## src/rtl/shared_ram_arbiter_pkg.sv

```systemverilog
// rtl/shared_ram_arbiter_pkg.sv - shared types and helpers for the RAM arbiter
package shared_ram_arbiter_pkg;

  typedef enum logic {
    IDLE = 1'b0,
    OWN  = 1'b1
  } state_t;

  // Minimum result of 1 keeps single-entry fields legal vectors.
  function automatic int clog2(input int value);
    int r;
    r = 0;
    for (int i = 0; i < 31; i++) begin
      if ((1 << i) < value) r = i + 1;
    end
    return (r < 1) ? 1 : r;
  endfunction

endpackage

```

## src/rtl/shared_ram_arbiter_if.sv

```systemverilog
// rtl/shared_ram_arbiter_if.sv - channel request/response and RAM port bundle
interface shared_ram_arbiter_if #(
  parameter int WIDTH   = 32,
  parameter int CHANNEL = 5,
  parameter int ADDR_W  = 4
);
  logic [CHANNEL-1:0]        req_valid;
  logic [CHANNEL-1:0]        req_ready;
  logic [CHANNEL-1:0]        req_we;
  logic [CHANNEL*ADDR_W-1:0] req_addr;
  logic [CHANNEL*WIDTH-1:0]  req_wdata;
  logic [CHANNEL-1:0]        rsp_valid;
  logic [WIDTH-1:0]          rsp_rdata;
  logic                      mem_en;
  logic                      mem_we;
  logic [ADDR_W-1:0]         mem_addr;
  logic [WIDTH-1:0]          mem_wdata;
  logic [WIDTH-1:0]          mem_rdata;

  modport slave (
    input  req_valid, req_we, req_addr, req_wdata, mem_rdata,
    output req_ready, rsp_valid, rsp_rdata, mem_en, mem_we, mem_addr, mem_wdata
  );

  modport master (
    output req_valid, req_we, req_addr, req_wdata, mem_rdata,
    input  req_ready, rsp_valid, rsp_rdata, mem_en, mem_we, mem_addr, mem_wdata
  );
endinterface

```

## src/rtl/shared_ram_arbiter_rr_priority_picker.sv

```systemverilog
// rtl/shared_ram_arbiter_rr_priority_picker.sv - combinational round-robin picker
module rr_priority_picker
  import shared_ram_arbiter_pkg::*;
#(
  parameter int N  = 5,
  parameter int IW = clog2(N)
) (
  input  logic [N-1:0]  req,
  input  logic [IW-1:0] ptr,
  output logic          found,
  output logic [IW-1:0] index
);

  // Scan from ptr upward, wrapping modulo N; first set bit wins.
  always_comb begin
    found = 1'b0;
    index = '0;
    for (int k = 0; k < N; k++) begin
      if (!found && req[(int'(ptr) + k) % N]) begin
        found = 1'b1;
        index = IW'((int'(ptr) + k) % N);
      end
    end
  end

endmodule

```

## src/rtl/shared_ram_arbiter.sv

```systemverilog
// rtl/shared_ram_arbiter.sv - round-robin burst arbiter sharing one single-port RAM
module shared_ram_arbiter
  import shared_ram_arbiter_pkg::*;
#(
  parameter int WIDTH     = 32,
  parameter int CHANNEL   = 5,
  parameter int ADDR_W    = 4,
  parameter int MAX_BURST = 4,
  localparam int OW       = clog2(CHANNEL),
  localparam int BW       = clog2(MAX_BURST + 1)
) (
  input  logic                clk,
  input  logic                rst,
  shared_ram_arbiter_if.slave bus,
  output logic [OW-1:0]       owner_id,
  output logic                busy
);

  state_t          state, state_nxt;
  logic [OW-1:0]   owner, owner_nxt;
  logic [OW-1:0]   rr_ptr, rr_nxt;
  logic [BW-1:0]   burst_cnt, cnt_nxt;
  logic            rd_pend;
  logic [OW-1:0]   rsp_id;
  logic            hs;
  logic            rd_issue;
  logic            pick_found;
  logic [OW-1:0]   pick_idx;

  rr_priority_picker #(
    .N  (CHANNEL),
    .IW (OW)
  ) u_picker (
    .req   (bus.req_valid),
    .ptr   (rr_ptr),
    .found (pick_found),
    .index (pick_idx)
  );

  always_ff @(posedge clk or negedge rst) begin
    if (!rst) begin
      state     <= IDLE;
      owner     <= '0;
      rr_ptr    <= '0;
      burst_cnt <= '0;
      rd_pend   <= 1'b0;
      rsp_id    <= '0;
    end else begin
      state     <= state_nxt;
      owner     <= owner_nxt;
      rr_ptr    <= rr_nxt;
      burst_cnt <= cnt_nxt;
      rd_pend   <= rd_issue;
      if (rd_issue) rsp_id <= owner;
    end
  end

  // Release on a dropped valid or on the handshake that completes the burst.
  always_comb begin
    state_nxt = state;
    owner_nxt = owner;
    rr_nxt    = rr_ptr;
    cnt_nxt   = burst_cnt;
    hs        = 1'b0;
    case (state)
      IDLE: begin
        if (pick_found) begin
          state_nxt = OWN;
          owner_nxt = pick_idx;
          cnt_nxt   = '0;
        end
      end
      OWN: begin
        hs = bus.req_valid[owner];
        if (hs && burst_cnt != BW'(MAX_BURST)) cnt_nxt = burst_cnt + 1'b1;
        if (!hs || burst_cnt == BW'(MAX_BURST - 1)) begin
          state_nxt = IDLE;
          rr_nxt    = (owner == OW'(CHANNEL - 1)) ? '0 : owner + 1'b1;
        end
      end
      default: state_nxt = IDLE;
    endcase
  end

  always_comb begin
    bus.req_ready = '0;
    bus.mem_en    = 1'b0;
    bus.mem_we    = 1'b0;
    bus.mem_addr  = '0;
    bus.mem_wdata = '0;
    rd_issue      = 1'b0;
    if (state == OWN) bus.req_ready = CHANNEL'(1) << owner;
    if (hs) begin
      bus.mem_en    = 1'b1;
      bus.mem_we    = bus.req_we[owner];
      bus.mem_addr  = bus.req_addr[int'(owner) * ADDR_W +: ADDR_W];
      bus.mem_wdata = bus.req_wdata[int'(owner) * WIDTH +: WIDTH];
      rd_issue      = !bus.req_we[owner];
    end
  end

  // rsp_id was latched at issue, so the strobe follows the issuer, not the current owner.
  always_comb begin
    bus.rsp_valid = '0;
    bus.rsp_rdata = '0;
    if (rd_pend) begin
      bus.rsp_valid = CHANNEL'(1) << rsp_id;
      bus.rsp_rdata = bus.mem_rdata;
    end
  end

  assign busy     = (state == OWN);
  assign owner_id = (state == OWN) ? owner : '0;

endmodule
```

## src/flat_wrapper.sv

```systemverilog
// flat-port wrapper written by rule: the top's interface ports become plain ports
module shared_ram_arbiter_flat import shared_ram_arbiter_pkg::*;
#(
  parameter int WIDTH     = 32,
  parameter int CHANNEL   = 5,
  parameter int ADDR_W    = 4,
  parameter int MAX_BURST = 4,
  localparam int OW       = clog2(CHANNEL),
  localparam int BW       = clog2(MAX_BURST + 1)
)
  (clk, rst, owner_id, busy, bus_req_valid, bus_req_we, bus_req_addr, bus_req_wdata, bus_mem_rdata, bus_req_ready, bus_rsp_valid, bus_rsp_rdata, bus_mem_en, bus_mem_we, bus_mem_addr, bus_mem_wdata);
  shared_ram_arbiter_if #(.WIDTH(WIDTH), .CHANNEL(CHANNEL), .ADDR_W(ADDR_W)) bus_i ();
  input  logic clk;
  input  logic rst;
  output logic [OW-1:0] owner_id;
  output logic busy;
  input wire logic [$bits(bus_i.req_valid)-1:0] bus_req_valid;
  input wire logic [$bits(bus_i.req_we)-1:0] bus_req_we;
  input wire logic [$bits(bus_i.req_addr)-1:0] bus_req_addr;
  input wire logic [$bits(bus_i.req_wdata)-1:0] bus_req_wdata;
  input wire logic [$bits(bus_i.mem_rdata)-1:0] bus_mem_rdata;
  output wire logic [$bits(bus_i.req_ready)-1:0] bus_req_ready;
  output wire logic [$bits(bus_i.rsp_valid)-1:0] bus_rsp_valid;
  output wire logic [$bits(bus_i.rsp_rdata)-1:0] bus_rsp_rdata;
  output wire logic [$bits(bus_i.mem_en)-1:0] bus_mem_en;
  output wire logic [$bits(bus_i.mem_we)-1:0] bus_mem_we;
  output wire logic [$bits(bus_i.mem_addr)-1:0] bus_mem_addr;
  output wire logic [$bits(bus_i.mem_wdata)-1:0] bus_mem_wdata;
  assign bus_i.req_valid = bus_req_valid;
  assign bus_i.req_we = bus_req_we;
  assign bus_i.req_addr = bus_req_addr;
  assign bus_i.req_wdata = bus_req_wdata;
  assign bus_i.mem_rdata = bus_mem_rdata;
  assign bus_req_ready = bus_i.req_ready;
  assign bus_rsp_valid = bus_i.rsp_valid;
  assign bus_rsp_rdata = bus_i.rsp_rdata;
  assign bus_mem_en = bus_i.mem_en;
  assign bus_mem_we = bus_i.mem_we;
  assign bus_mem_addr = bus_i.mem_addr;
  assign bus_mem_wdata = bus_i.mem_wdata;
  shared_ram_arbiter #(.WIDTH(WIDTH), .CHANNEL(CHANNEL), .ADDR_W(ADDR_W), .MAX_BURST(MAX_BURST)) u_core (.clk(clk), .rst(rst), .bus(bus_i), .owner_id(owner_id), .busy(busy));
endmodule
```

## config.mk

```make
export PLATFORM = sky130hd
export DESIGN_NAME = shared_ram_arbiter_flat
export DESIGN_NICKNAME = d
export VERILOG_FILES = /design/src/rtl/shared_ram_arbiter_pkg.sv /design/src/rtl/shared_ram_arbiter_if.sv /design/src/rtl/shared_ram_arbiter_rr_priority_picker.sv /design/src/rtl/shared_ram_arbiter.sv /design/src/flat_wrapper.sv
export SDC_FILE = /design/constraint.sdc
export NUM_CORES = 1
export LEC_CHECK = 0
export CAP_MARGIN = 25
export CELL_PAD_IN_SITES_DETAIL_PLACEMENT = 1
export CELL_PAD_IN_SITES_GLOBAL_PLACEMENT = 2
export CORE_ASPECT_RATIO = 2
export CORE_UTILIZATION = 18
export CTS_BUF_LIST = sky130_fd_sc_hd__clkbuf_2
export CTS_CLUSTER_SIZE = 28
export DETAILED_ROUTE_END_ITERATION = 8
export GPL_TIMING_DRIVEN = 1
export PLACE_DENSITY_LB_ADDON = 0.25
export SYNTH_ARGS = -nofsm -noshare
export SYNTH_HDL_FRONTEND = slang
export SYNTH_SLANG_ARGS = --single-unit
```

## constraint.sdc

```tcl
create_clock -name clk -period 6.4 [get_ports clk]
set_input_delay 1.28 -clock clk [delete_from_list [all_inputs] [get_ports clk]]
set_output_delay 1.28 -clock clk [all_outputs]
set_load 0.005 [all_outputs]
```

# Word level (Yosys, flattened, before mapping)
# Index checks and enable logic that the tools add are counted.
[totals]
regBits = 14
latchBits = 0
mem_bits_rw = 0
rom_bits = 0
in_bits = 224
elab_cells = 94
mem_count = 0
[op_classes]
add_sub_neg = 6
multipliers = 0
n_div = 5
magnitude_cmp = 6
eq_ne = 5
shifts = 4
mux = 46
bitwise_logic = 1
reduce_logical = 15
[op_table]
columns = ["cell", "count"]
rows = [
  ["$lt 32x5->1 const B", 5],
  ["$shiftx 160x9->32", 1],
  ["$mod 32x4->32 const B", 4],
  ["$mux 32", 2],
  ["$mod 4x4->32 const B", 1],
  ["$mux 3", 9],
  ["$mux 1", 23],
  ["$bmux 1 s3", 7],
  ["$shiftx 20x6->4", 1],
  ["$mux 5", 2],
  ["$shl 1x3->5 const A", 2],
  ["$add 3x2->4 const B", 2],
  ["$add 3x1->3 const B", 2],
  ["$logic_not 1->1", 6],
  ["$pmux 3 s2", 1],
  ["$reduce_and 2->1", 3],
  ["$logic_and 1x1->1", 5],
  ["$add 3x1->4 const B", 1],
  ["$add 3x3->4 const B", 1],
  ["$lt 3x4->1 const B", 1],
  ["$mux 4", 1],
  ["$eq 3x2->1 const B", 1],
  ["$eq 3x3->1 const B", 1],
  ["$ne 3x3->1 const B", 1],
  ["5 further kinds", 5],
]

# Logic depth before layout (Yosys ltp)
# Gate-level depths: netlist (run 1).
[depth]
word_depth = 19
ltp_mapped = 21

# Hierarchy
# A second synthesis (run 1) with hierarchy kept.
[hier_totals]
cells_unflattened = 462
area_unflattened_um2 = 4035.1
[by_module_without_submodules]
columns = ["mod", "instances", "cells_each", "area_each_um2", "seq_area_each_um2"]
rows = [
  ["shared_ram_arbiter", 1, 253, 2428.6, 350.3],
  ["rr_priority_picker", 1, 209, 1606.5, 0.0],
]

# Least setup slack after synthesis (run 1)
# Ideal clock, no wire load.
[synth_path]
path_kind = "register to register"
startpoint = "register u_core.rr_ptr[0]"
endpoint = "register u_core.owner[1]"
t_arrival_ns = 4.555
slack_ns = 1.707
stages_incl_launch_ff = 20
path_buffers = 3
synth_period_minus_slack_ns = 4.693
path_cell_list = "dfrtp_1 > buf_2 > buf_2 > clkinv_1 > ha_1 > clkbuf_1 > inv_1 > ha_1 > or2_1 > o211ai_1 > nand2_1 > ha_1 > mux2_2 > a31oi_1 > a31oi_1 > o32a_4 > o21ai_1 > o21ai_1 > a2111oi_1 > a211oi_1"
[synth_via]
elab_chain_cells = 18
[synth_rtl]
columns = ["item", "line", "text"]
rows = [
  ["start: declaration", "shared_ram_arbiter.sv:21", "logic [OW-1:0] rr_ptr, rr_nxt;"],
  ["start signal: assignment", "shared_ram_arbiter.sv:51", "rr_ptr <= rr_nxt;"],
  ["branches (longest 18 deep; another with $mod 32x4->32)", "--", ""],
  ["end signal: assignment", "shared_ram_arbiter.sv:50", "owner <= owner_nxt;"],
  ["end: declaration", "shared_ram_arbiter.sv:20", "logic [OW-1:0] owner, owner_nxt;"],
]
# Several ways; the timed one is not identified. The select of a mux whose other input is x is not followed.
# A chain may end at the register's enable or synchronous reset.

# Worst setup path after layout (run 1)
[layout_path]
startpoint = "register u_core.rr_ptr[1]"
endpoint = "register u_core.owner[1]"
# Same word-level chain as after synthesis.

==> parameters.txt, run 1 <==
Parameter                              Value

Run status
  Status ... completed

Clock tree
  Clock tree buffer depth ... 2
  Number of CTS-inserted buffers ... 3
  Worst-skew pair later-pin latency ... 0.27 ns
  Library cell used as clock root buffer ... sky130_fd_sc_hd__clkbuf_2
  Resize count post-CTS ... 0
  CTS tree ... built
  # Post-CTS Setup Buffers ... 0
  # clock sinks ... 14
  H-tree depth ... 1
  Count of hold buffers inserted by post-cts repair ... 0
  Clock transition at the registers of the reported paths ... 0.15 ns

Global route
  Most heavily used metal layer in global routing ... met2
  Largest net degree at the start of global routing ... 44
  Global routing met2 resource utilization ... 0.412
  Initial antenna violation count ... 6
  Vias in the first global route ... 5392
  GR met1 Demand/Resource ... 0.188
  Overall overflow remaining after global route ... 0
  Met3 track utilization from global routing ... 0.0348
  Total Routing Usage GR ... 0.202
  First-pass GRT wire length ... 33900 um

Placement
  Total half-perimeter wirelength after legalization and detailed placement ... 20300 um
  Count of input and output buffers ... 307
  RD Place Congestion ... 0.871

Timing
  Final critical delay including setup and external delays ... 5.22 ns
  Measured slew at the worst slew-check pin ... 0.782 ns
  Slew margin rel. ... 0.478
  Clock Skews ... 0.00531 ns
  Setup repair after global routing missed its margin ... false
  Count of final hold-check violations ... 0
  Setup_tns ... 0 ns
  Final cycle utilization of the critical path ... 0.816
  # setup viols final ... 0
  Pins over their slew limit ... 0
  Hold slack ... 0.519 ns
  Peak Freq ... 191 MHz

Power and ir drop
  Total power of the final layout ... 0.00331 W
  Ratio of total power to cell area ... 453 nW/um2
  Internal Dissipation ... 0.00158 W
  Sequential group share of total power ... 0.074
  Clock power frac ... 0.013
  Combinational share of power ... 0.913
  Net Switching ... 0.00173 W
  Max rail drop VDD ... 311 uV
  Fraction of power spent switching nets ... 0.524
  Leakage ... 2.77 nW

Route
  Detailed Route WL ... 23800 um
  Initial DRT Pass Iterations ... 4
  Vias after detailed routing ... 5057
  Antenna violation net count after detailed routing ... 0
  Total DRC errors in the routed layout ... 0
  DRC violation total after the first TritonRoute iteration ... 233
  Via/cell ratio ... 4.94
  Routed wire length per instance ... 23.3 um

Setup path
  CP endpoint kind ... flop
  Crit path arrival time ... 5.38 ns
  Highest net fanout along the worst path ... 12
  Crit path required time ... 6.56 ns
  Setup crit start kind ... flop
  WS Path Type ... flop to flop

Synthesis
  Number of warning messages in the yosys log ... 0
  Dominant register cell in the synthesized netlist ... sky130_fd_sc_hd__dfrtp_1
  Total of flip-flops plus latches after synthesis ... 14
  Count of flip-flops with a built-in enable after synthesis ... 0
  Post-Syn Nets ... 715
  Seq/Total Area, Yosys ... 0.0884
  Synthesized area per cell ... 8.58 um2
  Unique cell type count in the Yosys netlist ... 75
  Synth Instances ... 462
  Netlist area before placement ... 3960 um2
  Async set-reset flop share out of synthesis ... 1.00

Job
  Max-cap violations ... 0

Finish
  Nets ... 1000
  Area Growth Syn to Fin ... 84.6%
  Ratio of cells with drive above 1 in the final layout ... 0.103

Floorplan
  Count of standard-cell rows ... 76
  Die span in x ... 107 um
  Overall die height ... 212 um
  Area inside the core boundary ... 21600 um2
  # IOs ... 308
  Initial cell density of the core ... 0.184
  Die Outline Area ... 22700 um2

Min path
  Tightest Hold Check Type ... flop to flop
==> area by class of cell <==
type | count | area [um2]
diodes | 5 | 12.5
flip-flops and latches | 14 | 353
clock buffers | 3 | 15.0
repair buffers | 315 | 3130
well taps | 273 | 342
multi-input cells | 392 | 3380
clock inverters | 1 | 3.75
fillers | 2550 | 14300
inverters | 21 | 78.8
==> power by group through the flow <==
stage	registers, W	clock network (W)	logic [W]
6_report	0.000246	0.0000432	0.00302
5_1_grt	0.000259	0.0000481	0.00328
4_1_cts	0.000247	0.0000448	0.00306
3_5_place_dp	0.000249	0	0.00305
3_3_place_gp	0.000244	0	0.00300
2_1_floorplan	0.000180	0	0.00207
==> layer usage <==
metal  up-vias  wire (um)
met4         2        784
met2       217      13900
met5         -         11
met3        33       1550
li1       2317          -
met1      2488       7630
==> synth_stat cells (3+ instances only) <==
library cell               count  area, um2
sky130_fd_sc_hd__a211oi_1      7       52.6
sky130_fd_sc_hd__a21o_1        6       45.0
sky130_fd_sc_hd__a21oi_1       8       40.0
sky130_fd_sc_hd__a21oi_2       4       35.0
sky130_fd_sc_hd__a22oi_1      39        293
sky130_fd_sc_hd__and2_1       36        225
sky130_fd_sc_hd__and3_1       10       62.6
sky130_fd_sc_hd__buf_1         3       11.3
sky130_fd_sc_hd__buf_2         5       25.0
sky130_fd_sc_hd__buf_6         3       33.8
sky130_fd_sc_hd__clkbuf_1     24       90.1
sky130_fd_sc_hd__dfrtp_1      14        350
sky130_fd_sc_hd__ha_1         28        350
sky130_fd_sc_hd__inv_1        18       67.6
sky130_fd_sc_hd__mux2_2        3       33.8
sky130_fd_sc_hd__mux2i_1       8       80.1
sky130_fd_sc_hd__mux4_2       39        878
sky130_fd_sc_hd__nand2_1      25       93.8
sky130_fd_sc_hd__nand2b_1      8       50.1
sky130_fd_sc_hd__nand3_1       8       40.0
sky130_fd_sc_hd__nor2_1       58        218
sky130_fd_sc_hd__nor2b_1       7       43.8
sky130_fd_sc_hd__nor3_1        9       45.0
sky130_fd_sc_hd__nor3b_1       3       22.5
sky130_fd_sc_hd__o211ai_1      3       22.5
sky130_fd_sc_hd__o21ai_0      15       75.1
sky130_fd_sc_hd__o21ai_1       5       25.0
sky130_fd_sc_hd__xnor2_1       4       35.0
==> flip-flops by register name, summed over array words and instances (netlist names) <==
register / flops
u_core.rsp_id: 3
u_core.burst_cnt: 3
u_core.owner: 3
u_core.busy: 1
u_core.rd_pend: 1
u_core.rr_ptr: 3
==> per-stage QoR <==
step           utilization  instance area, um2  setup WS [ns]  std cells
2_1_floorplan            -                3960           1.71        462
3_3_place_gp         0.338                7290           1.28       1015
3_5_place_dp         0.338                7290           1.16       1015
4_1_cts              0.338                7300           1.16       1019
5_1_grt              0.339                7320          0.771       1024
6_report             0.339                7320           1.18       1024
==> final timing paths <==
path	depth (start not counted)	endpoint	slack [ns]	startpoint
min in group asynchronous	1	u_core.rsp_id[1]$_DFFE_PN0P_	1.41	rst
min	2	u_core.rsp_id[0]$_DFFE_PN0P_	0.52	u_core.rsp_id[0]$_DFFE_PN0P_
min reg2reg	2	u_core.rsp_id[0]$_DFFE_PN0P_	0.52	u_core.rsp_id[0]$_DFFE_PN0P_
max	18	u_core.owner[1]$_DFFE_PN0P_	1.18	u_core.rr_ptr[1]$_DFFE_PN0P_
max reg2reg	18	u_core.owner[1]$_DFFE_PN0P_	1.18	u_core.rr_ptr[1]$_DFFE_PN0P_
max in group asynchronous	1	u_core.owner[1]$_DFFE_PN0P_	4.50	rst
==> logic make-up (layout without fill, tap and decap cells) <==
kind of cell	after synthesis	in the layout	synth area share
AND/OR/NAND/NOR	181	181	0.239
AO/OA/AOI/OAI	125	125	0.246
buffers and inverters	56	340	0.0603
multiplexers	51	51	0.254
adder cells (fa/ha/maj)	29	29	0.0934
flip-flops	14	14	0.0884
XOR/XNOR	6	6	0.0199
other	0	5	0
==> layout by cell type (no fill, tap or decap), types with 4 or more instances in the layout <==
| cell | n |
|---|---|
| sky130_fd_sc_hd__dfrtp_1 | 12 |
| sky130_fd_sc_hd__mux4_2 | 39 |
| sky130_fd_sc_hd__clkdlybuf4s50_1 | 307 |
| sky130_fd_sc_hd__nor3_1 | 8 |
| sky130_fd_sc_hd__o21ai_0 | 15 |
| sky130_fd_sc_hd__a21o_1 | 6 |
| sky130_fd_sc_hd__a21oi_2 | 4 |
| sky130_fd_sc_hd__a21oi_1 | 8 |
| sky130_fd_sc_hd__nor2b_1 | 7 |
| sky130_fd_sc_hd__nor2_1 | 58 |
| sky130_fd_sc_hd__inv_1 | 18 |
| sky130_fd_sc_hd__a22oi_1 | 39 |
| sky130_fd_sc_hd__and3_1 | 10 |
| sky130_fd_sc_hd__a211oi_1 | 7 |
| sky130_fd_sc_hd__o21ai_1 | 5 |
| sky130_fd_sc_hd__nand3_1 | 8 |
| sky130_fd_sc_hd__xnor2_1 | 4 |
| sky130_fd_sc_hd__and2_1 | 36 |
| sky130_fd_sc_hd__ha_1 | 28 |
| sky130_fd_sc_hd__nand2_1 | 25 |
| sky130_fd_sc_hd__nand2b_1 | 8 |
| sky130_fd_sc_hd__diode_2 | 5 |
| sky130_fd_sc_hd__mux2i_1 | 8 |
| sky130_fd_sc_hd__buf_4 | 8 |
==> worst max-delay path, stage by stage (launching register included) <==
cell and delay, ns:
sky130_fd_sc_hd__dfrtp_1 0.56, sky130_fd_sc_hd__inv_1 0.46, sky130_fd_sc_hd__ha_1 0.51, sky130_fd_sc_hd__xnor2_2 0.22
sky130_fd_sc_hd__inv_2 0.15, sky130_fd_sc_hd__ha_1 0.24, sky130_fd_sc_hd__or2_1 0.23, sky130_fd_sc_hd__o211ai_1 0.35
sky130_fd_sc_hd__nand2_1 0.17, sky130_fd_sc_hd__ha_1 0.23, sky130_fd_sc_hd__nand2b_1 0.17, sky130_fd_sc_hd__o2111ai_1 0.16
sky130_fd_sc_hd__and3_1 0.37, sky130_fd_sc_hd__a31oi_1 0.15, sky130_fd_sc_hd__o32a_4 0.41, sky130_fd_sc_hd__o21ai_1 0.14
sky130_fd_sc_hd__o21ai_1 0.08, sky130_fd_sc_hd__a2111oi_1 0.43, sky130_fd_sc_hd__a211oi_1 0.08
Power figures use the tool's default switching activity.
==> run 2: changes to the inputs <==
Clock period 6.4 ns to 5.42 ns, I/O delays scaled along.
==> run 2 against run 1 <==
- die area did not move
- clock power rose by 16%
- core utilization rose by 0.31 points
- flip-flop and latch count did not move
- global-route usage rose by 0.42 points
- critical path depth fell by 11
- total power rose by 22%
- via count rose by 0.44%
==> parameters.txt, run 2 (same netlist as run 1, synthesis figures left out) <==
Parameter                              Value

Route
  Initial DRT Pass Iterations ... 4
  Routed wire length per instance ... 23.6 um
  Vias after detailed routing ... 5079
  Total met3 wirelength after detailed routing ... 1850 um
  Total DRC errors in the routed layout ... 0
  DRC violation total after the first TritonRoute iteration ... 214
  Via/cell ratio ... 4.93
  Wire length on met2 ... 13700 um
  Antenna violation net count after detailed routing ... 0
  Max layer used ... met4
  Met1 wire length ... 7620 um
  Detailed Route WL ... 24300 um

Setup path
  Highest net fanout along the worst path ... 38
  Setup crit start kind ... primary input
  Critical Path, Cell by Cell ... clkdlybuf4s50_1, mux4_2, a22oi_1, nand2b_1, buf_12, inv_1, clkdlybuf4s50_1
  Crit-path most repeated cell ... sky130_fd_sc_hd__clkdlybuf4s50_1
  CP max stage cell ... sky130_fd_sc_hd__clkdlybuf4s50_1
  Crit path required time ... 4.34 ns
  WS Path Type ... primary input to output port
  Cell family contributing the most delay on the critical path ... buffers and inverters
  Worst Reg2Reg Path Length in Cells ... 14
  CP endpoint kind ... output port
  Longest individual stage delay on the worst path ... 0.59 ns
  Buffers and inverters on the worst path ... 4
  Stages on worst setup path ... 7
  Crit path arrival time ... 3.61 ns

Power and ir drop
  Ratio of total power to cell area ... 545 nW/um2
  Max rail drop VDD ... 379 uV
  Leakage ... 2.81 nW

Clock tree
  CTS tree ... built
  Number of CTS-inserted buffers ... 3
  # Post-CTS Setup Buffers ... 0
  Clock transition at the registers of the reported paths ... 0.14 ns
  Resize count post-CTS ... 0
  # clock sinks ... 14
  Library cell used as clock root buffer ... sky130_fd_sc_hd__clkbuf_2
  H-tree depth ... 1
  Clock tree buffer depth ... 2
  Worst-skew pair later-pin latency ... 0.27 ns
  Count of hold buffers inserted by post-cts repair ... 0

Finish
  Register area ... 353 um2
  End-of-flow core utilization ... 0.342
  Area Growth Syn to Fin ... 86.3%
  Post-route cell area ... 7380 um2
  Nets ... 1008
  Ratio of cells with drive above 1 in the final layout ... 0.113
  Filler instances ... 2575
  Most used cells in the layout excluding fill and tap cells ... sky130_fd_sc_hd__clkdlybuf4s50_1, sky130_fd_sc_hd__nor2_1, sky130_fd_sc_hd__mux4_2, sky130_fd_sc_hd__a22oi_1, sky130_fd_sc_hd__and2_1
  Footprint of the multi-input gates ... 3380 um2
  Most common cell after layout, fill and taps aside ... sky130_fd_sc_hd__clkdlybuf4s50_1

Timing
  # setup viols final ... 0
  Setup repair after global routing missed its margin ... false
  Count of final hold-check violations ... 0
  Slew margin rel. ... 0.453
  Pins over their slew limit ... 0
  Peak Freq ... 213 MHz
  Final cycle utilization of the critical path ... 0.867
  Clock Skews ... 0.000732 ns
  Setup_tns ... 0 ns
  Measured slew at the worst slew-check pin ... 0.821 ns
  Final critical delay including setup and external delays ... 4.70 ns

Placement
  Total half-perimeter wirelength after legalization and detailed placement ... 20600 um
  Count of input and output buffers ... 307
  Post-place instance area ... 7360 um2
  RD Place Congestion ... 0.928

Run status
  Status ... completed

Floorplan
  # IOs ... 308
  Die Outline Area ... 22700 um2
  Overall die height ... 212 um
  Die span in x ... 107 um
  Count of standard-cell rows ... 76
  Area inside the core boundary ... 21600 um2
  Initial cell density of the core ... 0.184

Min path
  Tightest Hold Check Type ... flop to flop
  WHS Path Cells ... 2

Global route
  Overall overflow remaining after global route ... 0
  Vias in the first global route ... 5574
  Initial antenna violation count ... 3
  Largest net degree at the start of global routing ... 41
  Total Routing Usage GR ... 0.206
  First-pass GRT wire length ... 34600 um

Job
  Max-cap violations ... 0
run 2: changes by cell type in the layout (fill, tap and decap cells not counted):
cell / previous run / this run
sky130_fd_sc_hd__buf_12: 0 / 1
sky130_fd_sc_hd__buf_4: 8 / 15
sky130_fd_sc_hd__diode_2: 5 / 3
run 2: per-stage QoR:
stage | instances | hold WS (ns) | power [W] | worst slack [ns]
6_report | 1030 | 0.514 | 0.00402 | 0.723
5_1_grt | 1029 | 0.566 | 0.00435 | 0.570
4_1_cts | 1027 | 0.520 | 0.00407 | 0.709
3_5_place_dp | 1023 | 0.487 | 0.00401 | 0.705
3_3_place_gp | 1023 | 0.483 | 0.00390 | 0.736
2_1_floorplan | 462 | 0.463 | 0.00266 | 0.727
run 2: worst register-to-register path, stage by stage (launching register included):
cell and delay [ns]:
sky130_fd_sc_hd__dfrtp_1 0.74, sky130_fd_sc_hd__inv_1 0.27, sky130_fd_sc_hd__ha_1 0.48, sky130_fd_sc_hd__o21ai_0 0.27
sky130_fd_sc_hd__nand2_1 0.10, sky130_fd_sc_hd__xnor2_1 0.16, sky130_fd_sc_hd__ha_1 0.22, sky130_fd_sc_hd__fa_1 0.51
sky130_fd_sc_hd__and4b_1 0.20, sky130_fd_sc_hd__a21oi_1 0.42, sky130_fd_sc_hd__o311a_1 0.45, sky130_fd_sc_hd__nand2_1 0.15
sky130_fd_sc_hd__a2bb2oi_1 0.15, sky130_fd_sc_hd__o211a_1 0.22, sky130_fd_sc_hd__a211oi_2 0.18
run 2: layout make-up:
class	instances	area share
well taps	273	0.0463
diodes	3	0.00102
clock inverters	1	0.000508
repair buffers	323	0.434
flip-flops and latches	14	0.0478
inverters	21	0.0107
multi-input cells	392	0.458
clock buffers	3	0.00203
run 2: layer usage:
metal	track usage	up-vias
met1	0.187	2464
met2	0.409	236
met3	0.0462	45
met4	0.110	0
li1	-	2334
met5	0	-
run 2: power by group:
group / total [W] / internal (W) / switching, W / leakage [nW]
combinational: 0.00367 / 0.00175 / 0.00192 / 2.62
sequential: 0.000303 / 0.000156 / 0.000147 / 0.173
clock: 0.0000502 / 0.0000160 / 0.0000341 / 0.0140
total: 0.00402 / 0.00192 / 0.00210 / 2.81
run 2: final timing paths:
path | to | startpoint | slack (ns)
min in group asynchronous | u_core.rsp_id[1]$_DFFE_PN0P_ | rst | 1.21
max in group asynchronous | u_core.owner[1]$_DFFE_PN0P_ | rst | 3.74
setup / recovery | bus_mem_en | bus_req_valid[0] | 0.72
setup reg to reg | u_core.owner[2]$_DFFE_PN0P_ | u_core.rr_ptr[2]$_DFFE_PN0P_ | 0.83
hold / removal | u_core.rsp_id[0]$_DFFE_PN0P_ | u_core.rsp_id[0]$_DFFE_PN0P_ | 0.51
hold reg to reg | u_core.rsp_id[0]$_DFFE_PN0P_ | u_core.rsp_id[0]$_DFFE_PN0P_ | 0.51
==> run 3: changes to the inputs <==
Settings changed: CTS_CLUSTER_DIAMETER set to 30, SETUP_SLACK_MARGIN set to 0.15.
==> results of run 3 <==
No change in the layout: final DEF, timing and power equal those of run 2.
